==> config.mk <==
export PLATFORM = sky130hd
export DESIGN_NAME = crack_dispatcher
export DESIGN_NICKNAME = d
export VERILOG_FILES = /design/src/rtl/crack_pkg.sv /design/src/rtl/crack_prio_enc.sv /design/src/rtl/crack_dispatcher.sv
export SDC_FILE = /design/constraint.sdc
export NUM_CORES = 1
export LEC_CHECK = 0
export ABC_CLOCK_PERIOD_IN_PS = 6700
export BUFFER_PORTS_ARGS = -buffer_cell sky130_fd_sc_hd__buf_4
export CAP_MARGIN = 25
export CORE_AREA = 2 2 140 142
export DETAILED_ROUTE_END_ITERATION = 8
export DIE_AREA = 0 0 142 144
export PLACE_DENSITY = 0.57
export SLEW_MARGIN = 20
export SYNTH_ARGS = -nofsm -noshare
export SYNTH_HDL_FRONTEND = slang
export SYNTH_SLANG_ARGS = --single-unit
==> constraint.sdc <==
create_clock -name i_clk -period 6.7 [get_ports i_clk]
set_input_delay 0.67 -clock i_clk [delete_from_list [all_inputs] [get_ports i_clk]]
set_output_delay 0.67 -clock i_clk [all_outputs]
set_load 0.02 [all_outputs]
==> src/rtl/crack_pkg.sv <==
// Shared constants, FSM states and job-range helpers for the crack dispatcher.
package crack_pkg;

  localparam int         CHAR_BASE = 48;
  localparam int         RADIX     = 36;
  localparam int         PWD_CHARS = 4;
  localparam logic [7:0] CHAR_MAX  = 8'h53;

  typedef enum logic [1:0] {
    IDLE,
    CHECK,
    RUN,
    FINISH
  } state_t;

  function automatic logic [5:0] chunk_from(input logic [5:0] job, input int chunk);
    int v;
    v = int'(job) * chunk;
    if (v > RADIX - 1) v = RADIX - 1;
    return 6'(v);
  endfunction

  // Last first-digit value of a job, clipped to the top of the radix.
  function automatic logic [5:0] chunk_to(input logic [5:0] job, input int chunk);
    int v;
    v = int'(job) * chunk + chunk - 1;
    if (v > RADIX - 1) v = RADIX - 1;
    return 6'(v);
  endfunction

endpackage

==> src/rtl/crack_prio_enc.sv <==
// Lowest-set-bit priority encoder with a valid flag.
module crack_prio_enc #(
  parameter int W     = 4,
  parameter int IDX_W = 3
) (
  input  logic [W-1:0]     i_req,
  output logic [IDX_W-1:0] o_idx,
  output logic             o_valid
);

  // Scanning downwards lets the lowest set bit overwrite any higher one.
  always_comb begin
    o_idx   = '0;
    o_valid = 1'b0;
    for (int i = W - 1; i >= 0; i--) begin
      if (i_req[i]) begin
        o_valid = 1'b1;
        o_idx   = IDX_W'(i);
      end
    end
  end

endmodule

==> src/rtl/crack_dispatcher.sv <==
// Splits the first-digit search space into jobs, hands them to idle workers
// and folds the workers' found/done flags into one search result.
module crack_dispatcher
  import crack_pkg::*;
#(
  parameter int NUM_WORKERS = 4,
  parameter int CHUNK       = 4
) (
  input  logic                     i_clk,
  input  logic                     i_rst,
  input  logic                     i_start,
  input  logic [31:0]              i_password_in,
  output logic                     o_busy,
  output logic                     o_done,
  output logic                     o_found,
  output logic                     o_error,
  output logic [2:0]               o_found_worker,
  output logic [5:0]               o_found_from,
  output logic [31:0]              o_cycle_count,
  output logic [NUM_WORKERS-1:0]   o_wk_rst,
  output logic [32:0]              o_wk_password,
  output logic [6*NUM_WORKERS-1:0] o_wk_from,
  output logic [6*NUM_WORKERS-1:0] o_wk_to,
  input  logic [NUM_WORKERS-1:0]   i_wk_found,
  input  logic [NUM_WORKERS-1:0]   i_wk_done
);

  localparam int         NUM_JOBS = (RADIX + CHUNK - 1) / CHUNK;
  localparam logic [5:0] JOBS_END = 6'(NUM_JOBS);

  state_t r_state;
  state_t w_nextState;

  logic [31:0]            r_pwd;
  logic [5:0]             r_job;
  logic [NUM_WORKERS-1:0] r_wkBusy;
  logic [1:0]             r_blank [NUM_WORKERS];
  logic [5:0]             r_wkFrom [NUM_WORKERS];
  logic [5:0]             r_wkTo [NUM_WORKERS];
  logic                   r_busy;
  logic                   r_done;
  logic                   r_found;
  logic                   r_error;
  logic [2:0]             r_foundWorker;
  logic [5:0]             r_foundFrom;
  logic [31:0]            r_cycleCount;

  logic [NUM_WORKERS-1:0] w_live;
  logic [NUM_WORKERS-1:0] w_hitReq;
  logic [NUM_WORKERS-1:0] w_doneReq;
  logic [NUM_WORKERS-1:0] w_issueOneHot;
  logic [2:0]             w_idleIdx;
  logic                   w_idleValid;
  logic [2:0]             w_hitIdx;
  logic                   w_hitValid;
  logic                   w_jobsLeft;
  logic                   w_issue;
  logic                   w_exhausted;
  logic                   w_pwdBad;
  logic [5:0]             w_issueFrom;
  logic [5:0]             w_issueTo;
  logic [5:0]             w_hitFrom;

  crack_prio_enc #(.W(NUM_WORKERS), .IDX_W(3)) u_idleEnc (
    .i_req   (~r_wkBusy),
    .o_idx   (w_idleIdx),
    .o_valid (w_idleValid)
  );

  crack_prio_enc #(.W(NUM_WORKERS), .IDX_W(3)) u_hitEnc (
    .i_req   (w_hitReq),
    .o_idx   (w_hitIdx),
    .o_valid (w_hitValid)
  );

  assign w_hitReq    = w_live & i_wk_found;
  assign w_doneReq   = w_live & i_wk_done & ~i_wk_found;
  assign w_jobsLeft  = (r_job < JOBS_END);
  assign w_issue     = (r_state == RUN) && !w_hitValid && w_jobsLeft && w_idleValid;
  assign w_exhausted = (r_state == RUN) && !w_hitValid && !w_jobsLeft && (r_wkBusy == '0);
  assign w_issueFrom = chunk_from(r_job, CHUNK);
  assign w_issueTo   = chunk_to(r_job, CHUNK);

  // The range ports show the new job during the issue cycle, then hold it.
  for (genvar g = 0; g < NUM_WORKERS; g++) begin : g_wk
    assign w_live[g]          = r_wkBusy[g] && (r_blank[g] == 2'd0);
    assign w_issueOneHot[g]   = w_issue && (w_idleIdx == 3'(g));
    assign o_wk_from[6*g +: 6] = w_issueOneHot[g] ? w_issueFrom : r_wkFrom[g];
    assign o_wk_to[6*g +: 6]   = w_issueOneHot[g] ? w_issueTo   : r_wkTo[g];
  end

  always_comb begin
    w_hitFrom = '0;
    for (int i = 0; i < NUM_WORKERS; i++) begin
      if (w_hitIdx == 3'(i)) w_hitFrom = r_wkFrom[i];
    end
  end

  always_comb begin
    w_pwdBad = 1'b0;
    for (int c = 0; c < PWD_CHARS; c++) begin
      if (r_pwd[8*c +: 8] < 8'(CHAR_BASE) || r_pwd[8*c +: 8] > CHAR_MAX) w_pwdBad = 1'b1;
    end
  end

  always_comb begin
    w_nextState = r_state;
    case (r_state)
      IDLE:    if (i_start) w_nextState = CHECK;
      CHECK:   w_nextState = w_pwdBad ? IDLE : RUN;
      RUN:     if (w_hitValid || w_exhausted) w_nextState = FINISH;
      FINISH:  w_nextState = IDLE;
      default: w_nextState = IDLE;
    endcase
  end

  always_ff @(posedge i_clk) begin
    if (!i_rst) r_state <= IDLE;
    else        r_state <= w_nextState;
  end

  always_ff @(posedge i_clk) begin
    if (!i_rst) begin
      r_pwd         <= '0;
      r_job         <= '0;
      r_busy        <= 1'b0;
      r_done        <= 1'b0;
      r_found       <= 1'b0;
      r_error       <= 1'b0;
      r_foundWorker <= '0;
      r_foundFrom   <= '0;
      r_cycleCount  <= '0;
    end else begin
      if (r_state != IDLE && r_cycleCount != '1) r_cycleCount <= r_cycleCount + 32'd1;
      case (r_state)
        IDLE: begin
          if (i_start) begin
            r_pwd         <= i_password_in;
            r_job         <= '0;
            r_busy        <= 1'b1;
            r_done        <= 1'b0;
            r_found       <= 1'b0;
            r_error       <= 1'b0;
            r_foundWorker <= '0;
            r_foundFrom   <= '0;
            r_cycleCount  <= '0;
          end
        end
        CHECK: begin
          if (w_pwdBad) begin
            r_error <= 1'b1;
            r_done  <= 1'b1;
            r_busy  <= 1'b0;
          end
        end
        RUN: begin
          if (w_hitValid) begin
            r_found       <= 1'b1;
            r_foundWorker <= w_hitIdx;
            r_foundFrom   <= w_hitFrom;
          end else if (w_issue) begin
            r_job <= r_job + 6'd1;
          end
        end
        FINISH: begin
          r_done <= 1'b1;
          r_busy <= 1'b0;
        end
        default: ;
      endcase
    end
  end

  // Blanking hides a worker's stale flags for two cycles after each load.
  always_ff @(posedge i_clk) begin
    if (!i_rst) begin
      r_wkBusy <= '0;
      for (int i = 0; i < NUM_WORKERS; i++) begin
        r_blank[i]  <= '0;
        r_wkFrom[i] <= '0;
        r_wkTo[i]   <= '0;
      end
    end else begin
      for (int i = 0; i < NUM_WORKERS; i++) begin
        if (r_state == IDLE && i_start) begin
          r_wkBusy[i] <= 1'b0;
          r_blank[i]  <= '0;
        end else if (w_issueOneHot[i]) begin
          r_wkBusy[i] <= 1'b1;
          r_blank[i]  <= 2'd2;
          r_wkFrom[i] <= w_issueFrom;
          r_wkTo[i]   <= w_issueTo;
        end else begin
          if (r_blank[i] != 2'd0) r_blank[i] <= r_blank[i] - 2'd1;
          if (r_state == RUN && !w_hitValid && w_doneReq[i]) r_wkBusy[i] <= 1'b0;
        end
      end
    end
  end

  assign o_wk_rst       = !i_rst ? '1 : w_issueOneHot;
  assign o_wk_password  = {1'b0, r_pwd};
  assign o_busy         = r_busy;
  assign o_done         = r_done;
  assign o_found        = r_found;
  assign o_error        = r_error;
  assign o_found_worker = r_foundWorker;
  assign o_found_from   = r_foundFrom;
  assign o_cycle_count  = r_cycleCount;

endmodule

==> results.ini, run 1 <==
[logic_synthesis]
yosysTopAreaCell=dfxtp_1
yosysSeqAreaShare_pct=50.0
yosys_most_used_dff=dfxtp_1
yosys-top-cells-area=dfxtp_1 (27%), edfxtp_1 (23%), nand2_1 (6.6%)
yosys_warnings=0
synthDistinctLibCells=57
syn_inst=717
synth_seq_cells=135
synth-edff-count=48
synth_top_area_share_pct=27.3
syn_avg_cell_area_um2=8.89
async_flop_share_pct=0
syn_area_um2=6370

[power]
power.leakage_uw=0.00346
p_comb_share_pct=10.3
ir_drop_v=0.000164
powerDensity_nw_per_um2=242
netSwitchingFraction_pct=27.5
internal_power_uw=1470
power.switching_uw=556
p_clk_share_pct=45.2
p_seq_share_pct=44.6

[timing]
tightest_slew_ns=0.995
finalCritPeriodShare_pct=53.5
slew_viol_final=0
hold_viol_final=0
fin_skew_ns=0.0141
setup_tns_ns=0
max-slew-margin-rel_pct=33.6
setup_viol=0
rsz0062_at_grt=false
finalCriticalPeriod_ns=3.58
clock.fmax_mhz=279

[setup_path]
crit_family=simple AND/OR/NAND/NOR gates
crit_arrival_ns=2.91
cp_slowest_cell=or4_1
crit_type=flop to output port
required_ns=6.03
worstPathCellList=inv_1 -> ha_1 -> nand2b_1 -> a211o_1 -> or4_1 -> nor2_1 -> a21o_1 -> buf_4
worstPathMaxFanout=25
cp-end-kind=output port
path_buf_inv=2
startpoint_type=flop
cpPeakStageDelay_ns=0.92

[clock_network]
clk_path_buf_depth=2
htree_levels=4
clk_pin_slew_ns=0.07
cts_root_buffer=clkbuf_16
post_cts_buffers=0
cts_tree=built
clock_latency_ns=0.42
postCtsHoldBufs=0
clock-sinks=135
cts_inserted_buffers=17
ctsResizeCount=0

[floorplan]
die-height_um=144
start_util_pct=33.4
die_x_um=142
die_area_um2=20400
io_pins=173
row_count=51
placeableCoreArea_um2=19100

[cells_and_area]
num-fill-cells=1871
layout-drive-gt1-share_pct=26.5
antennaDiodeCount=0
final_cells=1122
syn_to_final_growth_pct=31.5
nets=922

[grt]
grt_overflow=0
grt_pass1_wl_um=28100
grt_max_degree=47
grt_pass1_vias=5257
grt_antenna_before_repair=0
grtUsageTotal_pct=17.6

[route]
drtIter0Drc=291
drt_wl_total_um=18100
vias_per_cell=5.13
routedWlPerCell_um=16.1
drt-pass1-iter-count=4
drt.antenna.violating_nets=0
vias=5751
drc=0

[hold_path]
worstHoldPathType=flop to flop

[placed_design]
io_buffers=170
dp_hpwl_um=12500
dp_cells=1088
gp_congestion=0.843

[status]
outcome=completed

[flow_run]
max-cap-violations=0

==> cell usage after synthesis, drive strengths merged, types with 5 or more instances <==
cell type  instances
nand2            113
dfxtp             87
a21oi             77
nor2              68
edfxtp            48
nand3             34
o21ai             32
buf               26
a21o              24
clkbuf            24
inv               21
or3               19
nand4             15
o31ai             13
or4               13
and3              10
and2               8
ha                 8
nand3b             8
and4               7
mux2i              6
nand2b             6
nor4               6
o221ai             5
or2                5
==> state kept, by name, summed over array words and instances (netlist names), named ones only <==
name            flops
o_error             1
r_blank             8
r_job               6
o_found_from        5
o_cycle_count      32
o_found_worker      2
r_pwd              32
r_wkTo             20
o_done              1
o_busy              1
r_state             1
r_wkFrom           20
o_found             1
r_wkBusy            4
==> final cells by class <==
class                   instances  area, um^2  area share (%)
repair buffers                180        1370            16.4
inverters                      21        78.8           0.941
multi-input cells             516        2870            34.3
well taps                     238         298            3.55
flip-flops and latches        135        3180            38.0
clock inverters                15         151            1.81
clock buffers                  17         425            5.08
==> cells in the final DEF (no fill, tap or decap), types with 14 or more instances in the layout <==
cell / synthesis / layout
a21o_1: 24 / 24
o21ai_0: 32 / 32
a21oi_1: 77 / 77
inv_1: 21 / 21
nor2_1: 67 / 66
or3_1: 18 / 18
edfxtp_1: 48 / 48
nand2_1: 112 / 112
dfxtp_1: 87 / 87
nand4_1: 14 / 14
clkbuf_16: 0 / 17
nand3_1: 34 / 34
buf_4: 14 / 178
==> worst register-to-register path, cell delays in order, from the launching register on <==
cell	delay, ns
dfxtp_1	0.36
inv_1	0.10
ha_1	0.17
nand2b_1	0.09
a211o_1	0.35
or4_1	0.92
nand2_1	0.52
==> layer usage <==
| metal | up-vias | wire length (um) | GRT usage, % |
|---|---|---|---|
| met5 | - | 0 | 0 |
| met4 | 0 | 250 | 5.47 |
| met3 | 16 | 846 | 3.38 |
| met2 | 142 | 8850 | 29.2 |
| met1 | 2728 | 8120 | 23.4 |
| li1 | 2865 | - | - |
==> metrics by stage <==
stage | hold slack [ns] | setup slack, ns | utilization [%] | power [uW] | instance area (um^2)
finish | 0.457 | 3.12 | 43.9 | 2030 | 8380
global route | 0.471 | 2.91 | 43.9 | 2110 | 8380
CTS | 0.457 | 3.11 | 43.7 | 2050 | 8350
detailed placement | 0.448 | 3.50 | 40.7 | 1130 | 7770
global placement | 0.446 | 3.54 | 40.7 | 1130 | 7770
floorplan | 0.487 | 3.83 | - | 1040 | 6390
==> power by group through the flow <==
stage / registers (uW) / logic, uW / clock network [uW]
global route: 907 / 230 / 972
finish: 903 / 208 / 915
global placement: 921 / 206 / 0
floorplan: 931 / 111 / 0
detailed placement: 921 / 208 / 0
CTS: 903 / 209 / 940
==> path summary, 6_finish.rpt <==
path              cells after the start              to      start  slack (ns)
hold reg to reg                       2       r_pwd[25]  r_pwd[25]        0.46
hold / removal                        2       r_pwd[25]  r_pwd[25]        0.46
setup / recovery                      8      o_wk_to[2]   r_job[0]        3.12
setup reg to reg                      6  r_wkFrom[0][3]   r_job[0]        3.86
==> cells by family after synthesis <==
logic type / Yosys count / share of synthesized area, %
simple gates: 322 / 25.4
other cells: 1 / 0.0588
compound gates: 170 / 16.2
flops: 135 / 50.0
fa+ha+maj: 8 / 1.57
buf+inv: 71 / 5.30
xor+xnor: 4 / 0.550
mux: 6 / 0.943
(Power assumes the default switching activity.)
==> run 2, diff against run 1 <==
--- a/config.mk
+++ b/config.mk
@@ -5,7 +5,7 @@
 export SDC_FILE = /design/constraint.sdc
 export NUM_CORES = 1
 export LEC_CHECK = 0
-export ABC_CLOCK_PERIOD_IN_PS = 6700
+export ABC_CLOCK_PERIOD_IN_PS = 3400
 export BUFFER_PORTS_ARGS = -buffer_cell sky130_fd_sc_hd__buf_4
 export CAP_MARGIN = 25
 export CORE_AREA = 2 2 140 142
==> constraint.sdc (replaced) <==
create_clock -name i_clk -period 3.4 [get_ports i_clk]
set_input_delay 0.34 -clock i_clk [delete_from_list [all_inputs] [get_ports i_clk]]
set_output_delay 0.34 -clock i_clk [all_outputs]
set_load 0.02 [all_outputs]
==> run 2 against run 1 <==
Effect of this change:
- non-clock buffer count is 3 higher
- critical path depth increased by 1
- count of clock-buffer cells in the layout stayed put
- power up 110%
- first-iteration DRC count is 15% higher
==> results.ini, run 2 (synthesis gave the netlist of run 1 again) <==
[timing]
setup_tns_ns=0
timing.final.ws_setup_ns=0.406
fin_skew_ns=0.0133
max-slew-margin-rel_pct=41.1
finalCriticalPeriod_ns=2.99
setup_viol=0
rsz0062_at_grt=false
finalCritPeriodShare_pct=88.1
tightest_slew_ns=0.883
slew_viol_final=0
clock.fmax_mhz=334
hold_viol_final=0

[power]
power.switching_uw=1030
powerDensity_nw_per_um2=497
ir_drop_v=0.000330
netSwitchingFraction_pct=24.7
p_clk_share_pct=47.8
power.leakage_uw=0.00349
internal_power_uw=3160
p_total_uw=4190
p_comb_share_pct=9.7
p_seq_share_pct=42.5

[status]
outcome=completed

[setup_path]
crit_top_cell=buf_4
cpPeakStageDelay_ns=0.52
worstPathMaxFanout=25
crit_type=flop to output port
cp-end-kind=output port
crit_arrival_ns=2.65
startpoint_type=flop
cp_slowest_cell=or4_1
required_ns=3.06
worstPathCellList=inv_1 -> ha_1 -> nand2b_1 -> a211o_1 -> or4_1 -> buf_4 -> nor2_1 -> a21o_1 -> buf_4

[clock_network]
cts_tree=built
cts_root_buffer=clkbuf_16
cts_inserted_buffers=17
clk_path_buf_depth=2
clk_pin_slew_ns=0.07
clock-sinks=135
ctsResizeCount=0
postCtsHoldBufs=0
htree_levels=4
clock_latency_ns=0.42
post_cts_buffers=0

[placed_design]
dp_hpwl_um=12700
place_area_um2=7810
gp_congestion=0.813
io_buffers=170
pre_cts_ws_ns=0.884

[route]
routedWlPerCell_um=16.0
drt.antenna.violating_nets=0
vias=5711
drt_wl_total_um=18000
drtIter0Drc=334
drt-pass1-iter-count=5
drc=0
vias_per_cell=5.08

[cells_and_area]
layout_commonest_cell=buf_4
antennaDiodeCount=0
final_cell_area_um2=8450
nets=925
layout-drive-gt1-share_pct=26.7
layout_common_cells=buf_4 (183), nand2_1 (112), dfxtp_1 (87), a21oi_1 (77), nor2_1 (66)
syn_to_final_growth_pct=32.6
fin_util_pct=44.3

[floorplan]
die-height_um=144
die_x_um=142
placeableCoreArea_um2=19100
die_area_um2=20400
row_count=51
start_util_pct=33.4
io_pins=173

[flow_run]
max-cap-violations=0

[grt]
grt_antenna_before_repair=0
grt_pass1_wl_um=28200
grt_overflow=0
grt_max_degree=41
grt_pass1_vias=5240
grtUsageTotal_pct=17.8

[hold_path]
worstHoldPathType=primary input to flop

run 2: final timing paths:
check / start / endpoint / slack (ns) / cells past startpoint
max: r_job[0] / o_wk_to[4] / 0.41 / 9
min: i_password_in[30] / r_pwd[30] / 0.16 / 3
max reg2reg: r_job[0] / r_wkFrom[0][0] / 0.88 / 7
min reg2reg: r_pwd[24] / r_pwd[24] / 0.46 / 2
run 2: power by group through the flow:
stage | clock [uW] | sequential (uW) | combinational (uW)
floorplan | 0 | 1840 | 219
global placement | 0 | 1820 | 408
detailed placement | 0 | 1820 | 412
CTS | 2040 | 1780 | 415
global route | 2110 | 1790 | 452
finish | 2000 | 1780 | 409
run 2: worst max-delay path, delay by kind of cell, from the launching register on:
kind,cells,cell delay (ns)
and+or+nand+nor,3,0.78
adders and majority gates,1,0.17
DFF,1,0.37
AOI/OAI and AO/OA,2,0.45
buffers and inverters,3,0.46
run 2: through the flow:
step	hold WS [ns]	std cells
2_1_floorplan	0.476	722
3_3_place_gp	0.446	1093
3_5_place_dp	0.452	1093
4_1_cts	0.144	1125
5_1_grt	0.151	1125
6_report	0.164	1125
run 2: area by class of cell:
| class | count | area (um^2) |
|---|---|---|
| Multi-Input combinational cell | 516 | 2870 |
| Clock inverter | 15 | 216 |
| Sequential cell | 135 | 3180 |
| Clock buffer | 17 | 425 |
| Tap cell | 238 | 298 |
| Timing Repair Buffer | 183 | 1370 |
| Inverter | 21 | 78.8 |
| Fill cell | 1895 | 10600 |
run 2: metal layers:
metal | routed length (um) | global-route usage, % | part of all wire, %
met5 | 0 | 0 | 0
met4 | 314 | 5.00 | 1.7
met3 | 1010 | 3.97 | 5.6
met2 | 8310 | 28.3 | 46
met1 | 8360 | 24.3 | 46
